**config.mk**
```make
export PLATFORM = sky130hd
export DESIGN_NAME = ecc_secded_dec
export DESIGN_NICKNAME = d
export VERILOG_FILES = /design/src/rtl/ecc_secded_dec.sv
export SDC_FILE = /design/constraint.sdc
export NUM_CORES = 1
export LEC_CHECK = 0
export BUFFER_PORTS_ARGS = -buffer_cell sky130_fd_sc_hd__buf_2
export CORE_ASPECT_RATIO = 2
export CORE_MARGIN = 3
export CORE_UTILIZATION = 39
export DETAILED_ROUTE_END_ITERATION = 6
export GPL_TIMING_DRIVEN = 0
export PLACE_DENSITY_LB_ADDON = 0.1
export SLEW_MARGIN = 0
export SYNTH_ARGS = -nofsm -noshare
export SYNTH_HDL_FRONTEND = slang
export SYNTH_SLANG_ARGS = --single-unit
```
**constraint.sdc**
```tcl
create_clock -name vclk -period 4.6
set_input_delay 0.46 -clock vclk [all_inputs]
set_output_delay 0.46 -clock vclk [all_outputs]
set_load 0.03 [all_outputs]
```
**src/rtl/ecc_secded_dec.sv**
```systemverilog
// Extended-Hamming SECDED decoder: corrects single-bit errors, flags double-bit errors,
// with an optional 0/1/2-stage output pipeline.
module ecc_secded_dec #(
  parameter int K       = 72,
  parameter int P0_LSB  = 0,
  parameter int LATENCY = 0,
  localparam int M0 = $clog2(K + 1),
  localparam int M1 = $clog2(K + 1 + M0),
  localparam int M  = $clog2(K + 1 + M1),
  localparam int N  = M + K
) (
  input  logic         clk_i,
  input  logic         rst_ni,
  input  logic         clkena_i,
  input  logic [N:0]   d_i,
  output logic [K-1:0] q_o,
  output logic [M-1:0] syndrome_o,
  output logic         sb_err_o,
  output logic         db_err_o,
  output logic         sb_fix_o
);

  // Word bit index of Hamming position i is i - OFF (p0 sits at bit 0 or bit N).
  localparam int OFF = (P0_LSB != 0) ? 0 : 1;

  function automatic int info_pos(input int idx);
    int cnt;
    int pos;
    cnt = 0;
    pos = 0;
    for (int p = 1; p <= N; p++) begin
      if ((p & (p - 1)) != 0) begin
        if (cnt == idx) pos = p;
        cnt++;
      end
    end
    return pos;
  endfunction

  logic [M-1:0] syn_c;
  logic         perr_c;
  logic [K-1:0] raw_c;

  always_comb begin
    syn_c = '0;
    for (int j = 0; j < M; j++) begin
      for (int i = 1; i <= N; i++) begin
        if (((i >> j) & 1) != 0) syn_c[j] = syn_c[j] ^ d_i[i-OFF];
      end
    end
  end

  assign perr_c = ^d_i;

  // Back-end inputs: either straight from the front end or from stage-1 registers.
  logic [K-1:0] info_be;
  logic [M-1:0] syn_be;
  logic         perr_be;
  logic         in_range;

  logic [K-1:0] q_d;
  logic         sb_d, db_d, fix_d;

  generate
    for (genvar gi = 0; gi < K; gi++) begin : g_info
      localparam int P = info_pos(gi);
      assign raw_c[gi] = d_i[P-OFF];
      assign q_d[gi]   = info_be[gi] ^ (in_range && (syn_be == M'(P)));
    end
  endgenerate

  assign in_range = perr_be && (syn_be != '0) && (int'(syn_be) <= N);
  assign sb_d     = perr_be && ((syn_be == '0) || in_range);
  assign db_d     = (!perr_be && (syn_be != '0)) || (perr_be && (int'(syn_be) > N));
  // A power-of-two syndrome points at a parity bit, so no information bit changes.
  assign fix_d    = in_range && ((syn_be & (syn_be - M'(1))) != '0);

  generate
    if (LATENCY == 2) begin : g_stage1
      logic [K-1:0] info_q;
      logic [M-1:0] syn_q;
      logic         perr_q;

      always_ff @(posedge clk_i or negedge rst_ni) begin
        if (!rst_ni) begin
          info_q <= '0;
          syn_q  <= '0;
          perr_q <= 1'b0;
        end else if (clkena_i) begin
          info_q <= raw_c;
          syn_q  <= syn_c;
          perr_q <= perr_c;
        end
      end

      assign info_be = info_q;
      assign syn_be  = syn_q;
      assign perr_be = perr_q;
    end else begin : g_nostage1
      assign info_be = raw_c;
      assign syn_be  = syn_c;
      assign perr_be = perr_c;
    end

    if (LATENCY == 0) begin : g_comb_out
      logic unused_ctrl;
      assign unused_ctrl = clk_i ^ rst_ni ^ clkena_i;
      assign q_o         = q_d;
      assign syndrome_o  = syn_be;
      assign sb_err_o    = sb_d;
      assign db_err_o    = db_d;
      assign sb_fix_o    = fix_d;
    end else begin : g_reg_out
      logic [K-1:0] q_q;
      logic [M-1:0] syn_out_q;
      logic         sb_q, db_q, fix_q;

      always_ff @(posedge clk_i or negedge rst_ni) begin
        if (!rst_ni) begin
          q_q       <= '0;
          syn_out_q <= '0;
          sb_q      <= 1'b0;
          db_q      <= 1'b0;
          fix_q     <= 1'b0;
        end else if (clkena_i) begin
          q_q       <= q_d;
          syn_out_q <= syn_be;
          sb_q      <= sb_d;
          db_q      <= db_d;
          fix_q     <= fix_d;
        end
      end

      assign q_o        = q_q;
      assign syndrome_o = syn_out_q;
      assign sb_err_o   = sb_q;
      assign db_err_o   = db_q;
      assign sb_fix_o   = fix_q;
    end
  endgenerate

endmodule

```
==> results.json, run 1 <==
{
  "wire_length_of_the_first_global_routing_pass_um": 15000,
  "timing.critical_path.cells": "buf_2 > xnor3_2 > xnor3_2 > xor2_1 > xnor2_1 > xnor3_2 > nand2b_1 > or3_1 > buf_2 > nand3b_1 > xnor2_1 > buf_2",
  "floorplan.initialDensity_pct": 40.5,
  "place_hpwl_um": 9300,
  "syn-instance-count": 351,
  "run_status": "complete, no violations",
  "min-delay-start": "d_i[5]",
  "antenna_found_initial": 0,
  "cts-hold-fix-buffers": 0,
  "report.final.setup_viol": 0,
  "max-cap-violations": 0,
  "post-route-drc-count": 0,
  "hold-path-endpoint": "q_o[2]",
  "worst_path_largest_cell_delay_ps": 490,
  "routed-via-count": 2895,
  "number_of_search_and_repair_iterations_in_the_first_detailed_routing_pass": 4,
  "postSynthAreaPerCell_um2": 8.13,
  "share_of_cells_above_drive_strength_1_pct": 37.8,
  "netlist_top_cells_count": "sky130_fd_sc_hd__xnor2_1 (113), sky130_fd_sc_hd__xor2_1 (73), sky130_fd_sc_hd__nor2_1 (45)",
  "syn-num-nets": 434,
  "period_minus_slack_ps": 4440,
  "synth_mux_area_share_pct": 0,
  "path_delay_family": "XOR/XNOR gates",
  "hold_class": "in2out",
  "area_growth_syn_to_layout_pct": 34.1,
  "storage_element_area_um2": 0,
  "antenna_diode_count": 0,
  "slew-limit-headroom_pct": 53.2,
  "synth_top_family_by_area": "XOR/XNOR gates",
  "worst_ep_arrival_time_ps": 3980,
  "grt_start_max_net_pins": 11,
  "min_period_over_period_pct": 96.6,
  "die-height_um": 127,
  "die-area_mm2": 0.00844,
  "detail_route.vias_per_cell": 4.80,
  "yosys.area.top_type_share_pct": 34.7,
  "groute.usage.overall_pct": 24.0,
  "worstPathRequired_ps": 4140,
  "num-fill-cells": 775,
  "synthesis.yosys.warnings": 0,
  "rsz_0062_raised_after_global_routing": "no",
  "route.antenna.remaining_nets": 0,
  "synthesized_area_fraction_occupied_by_ao_oa_aoi_and_oai_cells_pct": 1.62,
  "simple_gate_share_of_the_synthesized_area_pct": 19.4,
  "synth-xor-area-share_pct": 76.2,
  "cpMaxStageDelayCell": "sky130_fd_sc_hd__xnor3_2",
  "number_of_global_route_vias_before_repair": 2850,
  "die_x_um": 66.5,
  "setup_tns_ps": 0,
  "clkbuf_count": 0,
  "number_of_library_cell_types_mapped_by_synthesis": 32,
  "core-area_mm2": 0.00705,
  "yosys.cell_count.top_type": "sky130_fd_sc_hd__xnor2_1",
  "largest_cells_by_area_after_synthesis": "sky130_fd_sc_hd__xnor2_1 (35%), sky130_fd_sc_hd__xor2_1 (22%), sky130_fd_sc_hd__xnor3_1 (16%), sky130_fd_sc_hd__nor2_1 (5.9%), sky130_fd_sc_hd__nand2_1 (2.8%)",
  "detail_route.iter0.violations": 102,
  "final_report_max_slew_violation_count": 0,
  "seq_cells": 0,
  "nNetsFinal": 598,
  "yosys.area.top_type": "sky130_fd_sc_hd__xnor2_1",
  "ys_seq_area_share_pct": 0,
  "io_buffer_count": 160,
  "worstSetupStartpoint": "d_i[61]",
  "wirelength_routed_um": 10500,
  "critical_path.endpoint_type": "primary output",
  "final_hold_violation_count": 0,
  "synth.cell_area_mm2": 0.00285,
  "placement_rows": 43,
  "min_delay_path_depth": 3,
  "globalRouteOverflowTotal": 0,
  "pin_count": 165,
  "routedWlPerCell_um": 17.4,
  "maximum_net_fanout_on_the_critical_path": 10,
  "worst-slew-pin-transition_ps": 697,
  "path_class": "in2out",
  "post_synth_fa_ha_maj_area_fraction_pct": 0,
  "timing.fmax_mhz": 225,
  "gp_congestion": 0.873,
  "worst-path-buf-inv": 3,
  "startpoint_type": "input pin"
}
-- repair_timing --
item / CTS / global route
setup endpoints to repair: 29 / 15
gates resized for setup: 5 / 5
pin swaps: 1 / 3
buffers inserted: 0 / 2
-- worst max-delay path by stage --
stage	cells past startpoint	endpoint	slack, ps
after floorplan	11	q_o[1]	310
after global placement	12	q_o[20]	-180
after detailed placement	12	q_o[20]	-200
after CTS	13	q_o[43]	50
after global routing	12	q_o[1]	30
final	12	q_o[1]	160
-- per-stage QoR --
stage	hold WS [ps]	utilization, %	instance area, µm²	cells	worst slack [ps]
final	1250	54.3	3830	603	155
after global routing	1260	54.3	3830	603	31.7
after CTS	1250	53.7	3790	601	50.4
after detailed placement	1250	53.5	3770	601	-198
after global placement	1250	53.5	3770	601	-184
after floorplan	1100	-	2850	351	310
-- area by class of cell --
type                       instances  area, µm²  area share, %
multi-input combinational        334       2820           73.6
inverter                           4       15.0          0.392
tap                               90        113           2.94
timing repair buffer             162        818           21.4
buffer                            13       63.8           1.67
-- cell usage in the layout (no fill, tap or decap), types with 2 or more instances in the layout --
cell type	n
sky130_fd_sc_hd__a21oi_1	2
sky130_fd_sc_hd__and2_1	3
sky130_fd_sc_hd__and3_1	2
sky130_fd_sc_hd__buf_2	164
sky130_fd_sc_hd__buf_4	2
sky130_fd_sc_hd__clkbuf_1	6
sky130_fd_sc_hd__inv_1	3
sky130_fd_sc_hd__nand2_1	21
sky130_fd_sc_hd__nand2b_1	2
sky130_fd_sc_hd__nand3_1	15
sky130_fd_sc_hd__nand3b_1	2
sky130_fd_sc_hd__nand4_1	3
sky130_fd_sc_hd__nor2_1	45
sky130_fd_sc_hd__nor2_2	10
sky130_fd_sc_hd__nor3_1	3
sky130_fd_sc_hd__o21ai_0	2
sky130_fd_sc_hd__or3_1	3
sky130_fd_sc_hd__xnor2_1	111
sky130_fd_sc_hd__xnor2_2	4
sky130_fd_sc_hd__xnor3_1	16
sky130_fd_sc_hd__xnor3_2	6
sky130_fd_sc_hd__xor2_1	73
-- kinds of logic after synthesis --
kind of cell,Yosys count
xor gates and xnor gates,211
and+or+nand+nor,115
buffers and inverters,17
AOI/OAI and AO/OA,8
-- worst min-delay path, cell delays in order --
cell and delay, ps:
sky130_fd_sc_hd__buf_2 100, sky130_fd_sc_hd__xor2_1 60, sky130_fd_sc_hd__buf_2 170
-- layer usage --
layer	part of all wire, %	GRT usage (%)	routed length, µm	up-vias
li1	-	-	-	1441
met1	33	25.5	3490	1327
met2	58	48.7	6090	115
met3	5.3	0.704	559	12
met4	3.3	6.47	349	0
met5	0	0	0	-
Power of run 1 is left out: the tool's default activity adds up to more than one toggle a clock period on the data nets, which glitch-free logic cannot reach.
==> run 2: changes to the inputs <==
--- a/config.mk
+++ b/config.mk
@@ -5,6 +5,7 @@
 export SDC_FILE = /design/constraint.sdc
 export NUM_CORES = 1
 export LEC_CHECK = 0
+export ABC_AREA = 1
 export BUFFER_PORTS_ARGS = -buffer_cell sky130_fd_sc_hd__buf_2
 export CORE_ASPECT_RATIO = 2
 export CORE_MARGIN = 3
==> run 2 against run 1 <==
- global-route usage up 5.5 points
- sequential share of layout area stayed put
- final cell count increased to 2.6 times the previous value
- die area rose by 100%
- critical path depth is 11 higher
- non-clock buffer count grew 15
- first-iteration DRC count grew to 4.3 times the previous value
- cell area is 84% higher
- critical endpoint is now q_o[35]
==> results.json, run 2 <==
{
  "wire_length_of_the_first_global_routing_pass_um": 39500,
  "yosys.area.top_type": "sky130_fd_sc_hd__nand2_1",
  "worst_path_largest_cell_delay_ps": 460,
  "groute.usage.overall_pct": 29.6,
  "critPathMostFrequentCell": "sky130_fd_sc_hd__nand2_1",
  "synthesized_area_fraction_occupied_by_ao_oa_aoi_and_oai_cells_pct": 0.555,
  "maximum_net_fanout_on_the_critical_path": 10,
  "placement_rows": 64,
  "post_synth_fa_ha_maj_area_fraction_pct": 0,
  "critical_path.endpoint_type": "primary output",
  "yosys.area.top_type_share_pct": 36.3,
  "synth-xor-area-share_pct": 12.4,
  "post-place-cells": 1596,
  "final_area_mm2": 0.00704,
  "syn-num-nets": 1340,
  "area_growth_syn_to_layout_pct": 15.7,
  "share_of_cells_above_drive_strength_1_pct": 24.2,
  "netlist_top_cells_count": "sky130_fd_sc_hd__nand2_1 (588), sky130_fd_sc_hd__nand3_1 (159), sky130_fd_sc_hd__nor2_1 (110)",
  "number_of_global_route_vias_before_repair": 7671,
  "finalNonFillerCells": 1596,
  "number_of_library_cell_types_mapped_by_synthesis": 31,
  "timing.hold.ws_ps": 1310,
  "storage_element_area_um2": 0,
  "setup_tns_ps": 0,
  "cts_setup_buffers": 0,
  "globalRouteOverflowTotal": 0,
  "cts_resized": 0,
  "postSynthAreaPerCell_um2": 4.84,
  "core-area_mm2": 0.0153,
  "detail_route.iter0.violations": 438,
  "ys_seq_area_share_pct": 0,
  "synth_mux_area_share_pct": 0,
  "route.antenna.remaining_nets": 0,
  "die-height_um": 183,
  "routed-via-count": 8092,
  "p_per_area_mw_per_mm2": 362,
  "max-cap-violations": 0,
  "nNetsFinal": 1483,
  "wirelength_routed_um": 25700,
  "final_report_max_slew_violation_count": 0,
  "seq_cells": 0,
  "post-route-drc-count": 0,
  "die-area_mm2": 0.0172,
  "fin_total_pwr_w": 0.00255,
  "layout_common_cells": "sky130_fd_sc_hd__nand2_1 (588), sky130_fd_sc_hd__buf_2 (162), sky130_fd_sc_hd__nand3_1 (159)",
  "period_minus_slack_ps": 3850,
  "simple_gate_share_of_the_synthesized_area_pct": 72.6,
  "timing.critical_path.cells": "buf_2 > inv_2 > nand2_1 > nand2_1 > nand3_1 > nand2_1 > nand2_1 > inv_2 > nor2_2 > nand2_1 > nand2_1 > inv_2 > nand2_1 > nand2_1 > nand2_1 > nand2_1 > nand3_1 > clkbuf_1 > nor2_1 > nand3_1 > nand2_1 > nand2_1 > buf_2",
  "hold_class": "in2out",
  "worst-slew-pin-transition_ps": 537,
  "rsz_0062_raised_after_global_routing": "no",
  "pin_count": 165,
  "yosys.cell_count.top_type": "sky130_fd_sc_hd__nand2_1",
  "antenna_diode_count": 0,
  "die_x_um": 94.3,
  "startpoint_type": "input pin",
  "cts-hold-fix-buffers": 0,
  "report.final.setup_viol": 0,
  "grt_start_max_net_pins": 11,
  "synth.cell_area_mm2": 0.00608,
  "slew-limit-headroom_pct": 64.0,
  "number_of_search_and_repair_iterations_in_the_first_detailed_routing_pass": 5,
  "final_hold_violation_count": 0,
  "syn-instance-count": 1257,
  "worstPathRequired_ps": 4140,
  "min_delay_path_depth": 4,
  "layout.cells.most_common": "sky130_fd_sc_hd__nand2_1",
  "synth_top_family_by_area": "simple AND/OR/NAND/NOR gates",
  "detail_route.vias_per_cell": 5.07,
  "worst_ep_arrival_time_ps": 3390,
  "cpMaxStageDelayCell": "sky130_fd_sc_hd__clkbuf_1",
  "vdd.ir_drop.worst_v": 0.000313,
  "min_period_over_period_pct": 83.6,
  "run_status": "complete, no violations",
  "synthesis.yosys.warnings": 0,
  "path_class": "in2out",
  "antenna_found_initial": 0,
  "detailed_place.area_mm2": 0.00704,
  "routedWlPerCell_um": 16.1,
  "power.static_leakage_nw": 4.11,
  "timing.fmax_mhz": 260,
  "place_hpwl_um": 22300,
  "largest_cells_by_area_after_synthesis": "sky130_fd_sc_hd__nand2_1 (36%), sky130_fd_sc_hd__nand3_1 (13%), sky130_fd_sc_hd__nand3_2 (12%), sky130_fd_sc_hd__nor2_1 (6.8%), sky130_fd_sc_hd__xnor2_1 (6.3%)",
  "io_buffer_count": 141,
  "floorplan.initialDensity_pct": 39.8,
  "clkbuf_count": 0,
  "gp_congestion": 0.983
}
[run 2: layer usage]
layer | part of all wire [%] | track usage, %
met5 | 0 | 0
met4 | 11 | 24.1
met1 | 34 | 29.8
met3 | 5.7 | 1.77
met2 | 49 | 54.0
[run 2: final timing paths]
path | startpoint | end | slack (ps)
max | d_i[23] | q_o[35] | 750
min | d_i[65] | q_o[58] | 1310
[run 2: cell type report]
class                      instances  area [µm²]
inverter                         152         571
tap                              198         248
buffer                            49         307
multi-input combinational       1056        5200
fill                            1874        8260
timing repair buffer             141         706
[run 2: power breakdown]
group	switching (W)	total (W)	internal, W
logic	0.00186	0.00255	0.000689
registers	0	0	0
clock network	0	0	0
total	0.00186	0.00255	0.000689
[run 2: cells by family after synthesis]
family                    after synthesis
and+or+nand+nor                       968
AOI/OAI and AO/OA                       6
xor gates and xnor gates               82
buffers and inverters                 201
[run 2: worst max-delay path: cells and delay by family]
family / cells / cell delay (ps)
simple gates: 17 / 1800
buf+inv: 6 / 1120
[run 2: per-stage QoR]
step,utilization (%),setup slack [ps]
after floorplan,-,1530
after global placement,46.0,834
after detailed placement,46.0,843
after CTS,46.0,836
after global routing,46.0,470
final,46.0,753
Power figures use the tool's default switching activity.
==> run 3: changes to the inputs <==
==> constraint.sdc (replaced) <==
create_clock -name vclk -period 3.8
set_input_delay 0.38 -clock vclk [all_inputs]
set_output_delay 0.38 -clock vclk [all_outputs]
set_load 0.03 [all_outputs]
==> run 3 against run 2 <==
- worst setup slack lost 520 ps
- total power grew 23%
- routed wire length grew 0.39%
- sequential share of layout area is the same
- highest routed layer unchanged
- hold slack lost 160 ps
==> results.json, run 3 (same netlist as run 2, synthesis figures left out) <==
{
  "finalNonFillerCells": 1597,
  "die-area_mm2": 0.0172,
  "antenna_diode_count": 0,
  "final_report_max_slew_violation_count": 0,
  "post-place-cells": 1596,
  "maximum_net_fanout_on_the_critical_path": 10,
  "startpoint_type": "input pin",
  "p_per_area_mw_per_mm2": 443,
  "detail_route.iter0.violations": 412,
  "pin_count": 165,
  "die-height_um": 183,
  "report.final.setup_viol": 0,
  "power.static_leakage_nw": 4.13,
  "area_growth_syn_to_layout_pct": 16.7,
  "critical_path.endpoint_type": "primary output",
  "nNetsFinal": 1484,
  "layout_common_cells": "sky130_fd_sc_hd__nand2_1 (578), sky130_fd_sc_hd__buf_2 (162), sky130_fd_sc_hd__nand3_1 (159)",
  "period_minus_slack_ps": 3570,
  "io_buffer_count": 141,
  "routedWlPerCell_um": 16.2,
  "worstSetupStartpoint": "d_i[52]",
  "netSwitchingFraction_pct": 72.9,
  "cp-endpoint": "q_o[35]",
  "hold_class": "in2out",
  "final_hold_violation_count": 0,
  "place_hpwl_um": 22300,
  "number_of_global_route_vias_before_repair": 7671,
  "run_status": "complete, no violations",
  "wirelength_routed_um": 25800,
  "placement_rows": 64,
  "route.antenna.remaining_nets": 0,
  "min-delay-start": "d_i[65]",
  "path_class": "in2out",
  "worstPathRequired_ps": 3420,
  "post-route-drc-count": 0,
  "storage_element_area_um2": 0,
  "power_report.internal_total_w": 0.000853,
  "groute.usage.overall_pct": 29.6,
  "rsz_0062_raised_after_global_routing": "yes",
  "min_period_over_period_pct": 93.9,
  "gp_congestion": 0.983,
  "share_seq_of_total_power_pct": 0,
  "layout.cells.most_common": "sky130_fd_sc_hd__nand2_1",
  "antenna_found_initial": 0,
  "number_of_search_and_repair_iterations_in_the_first_detailed_routing_pass": 5,
  "wire_length_of_the_first_global_routing_pass_um": 39500,
  "seq_cells": 0,
  "detailed_place.area_mm2": 0.00704,
  "detail_route.vias_per_cell": 5.09,
  "pwr-share-clk_pct": 0,
  "share_of_cells_above_drive_strength_1_pct": 25.5,
  "timing.fmax_mhz": 280,
  "die_x_um": 94.3,
  "worst_ep_arrival_time_ps": 3190,
  "slew-limit-headroom_pct": 63.3,
  "core-area_mm2": 0.0153,
  "cts-hold-fix-buffers": 0,
  "routed-via-count": 8135,
  "max-cap-violations": 0,
  "power_switching_w": 0.00229,
  "vdd.ir_drop.worst_v": 0.000380,
  "grt_start_max_net_pins": 11,
  "final_area_mm2": 0.00710,
  "clkbuf_count": 0,
  "globalRouteOverflowTotal": 0,
  "power.combinational.fraction_pct": 100.0,
  "floorplan.initialDensity_pct": 39.8,
  "worst-slew-pin-transition_ps": 550
}
==> run 3: changes by cell type in the layout (fill, tap and decap cells not counted), sizes merged <==
cell  delta
buf      +1
==> run 3: routing by layer <==
metal | global-route usage (%) | vias up | share of wire (%)
li1 | - | 4151 | -
met1 | 29.8 | 3540 | 34
met2 | 54.0 | 334 | 49
met3 | 1.77 | 110 | 5.6
met4 | 24.1 | 0 | 11
met5 | 0 | - | 0
==> run 3: worst min-delay path by stage <==
stage | endpoint | cells past startpoint
floorplan | q_o[68] | 2
global placement | q_o[12] | 4
detailed placement | q_o[58] | 4
CTS | q_o[12] | 4
global route | q_o[12] | 4
finish | q_o[58] | 4
==> run 3: timing repair <==
| item | 4_1_cts | 5_1_grt |
|---|---|---|
| endpoints found under the setup margin | 0 | 48 |
| gates resized for setup | 0 | 19 |
| buffers inserted | 0 | 1 |
==> run 3: metrics by stage <==
step	total power (W)	hold WS, ps	TNS, ps	utilization (%)	setup WS [ps]
after CTS	0.00306	1160	0	46.0	196
after floorplan	0.00217	984	0	-	885
after global placement	0.00305	1150	0	46.0	194
after global routing	0.00337	1170	-30.1	46.4	-17.3
after detailed placement	0.00306	1150	0	46.0	203
final	0.00314	1150	0	46.4	232
==> run 3: power groups by stage <==
stage / Clock (W) / Combinational, W / Sequential, W
after floorplan: 0 / 0.00217 / 0
after global placement: 0 / 0.00305 / 0
after detailed placement: 0 / 0.00306 / 0
after CTS: 0 / 0.00306 / 0
after global routing: 0 / 0.00337 / 0
final: 0 / 0.00314 / 0
==> run 3: critical path, stage by stage <==
cell and delay [ps]:
sky130_fd_sc_hd__buf_2 120, sky130_fd_sc_hd__inv_2 90, sky130_fd_sc_hd__nand2_1 60, sky130_fd_sc_hd__nand2_1 170, sky130_fd_sc_hd__nand2_1 70, sky130_fd_sc_hd__nand2_1 100
sky130_fd_sc_hd__inv_2 30, sky130_fd_sc_hd__nand2_1 200, sky130_fd_sc_hd__nand2_2 110, sky130_fd_sc_hd__nand2_2 110, sky130_fd_sc_hd__nand2_2 80, sky130_fd_sc_hd__nand2_1 100
sky130_fd_sc_hd__nand2_1 70, sky130_fd_sc_hd__nand2_2 70, sky130_fd_sc_hd__nand2_4 90, sky130_fd_sc_hd__inv_2 90, sky130_fd_sc_hd__nand2_2 60, sky130_fd_sc_hd__nor2_4 140
sky130_fd_sc_hd__nand3_4 150, sky130_fd_sc_hd__and2_1 210, sky130_fd_sc_hd__buf_6 150, sky130_fd_sc_hd__buf_6 160, sky130_fd_sc_hd__nand3_2 60, sky130_fd_sc_hd__nand2_1 100
sky130_fd_sc_hd__buf_2 200
==> run 3: final cells by class <==
type | count | area, µm²
fillers | 1879 | 8200
plain buffers | 49 | 308
inverters | 152 | 571
repair buffers | 142 | 713
multi-input cells | 1056 | 5260
well taps | 198 | 248
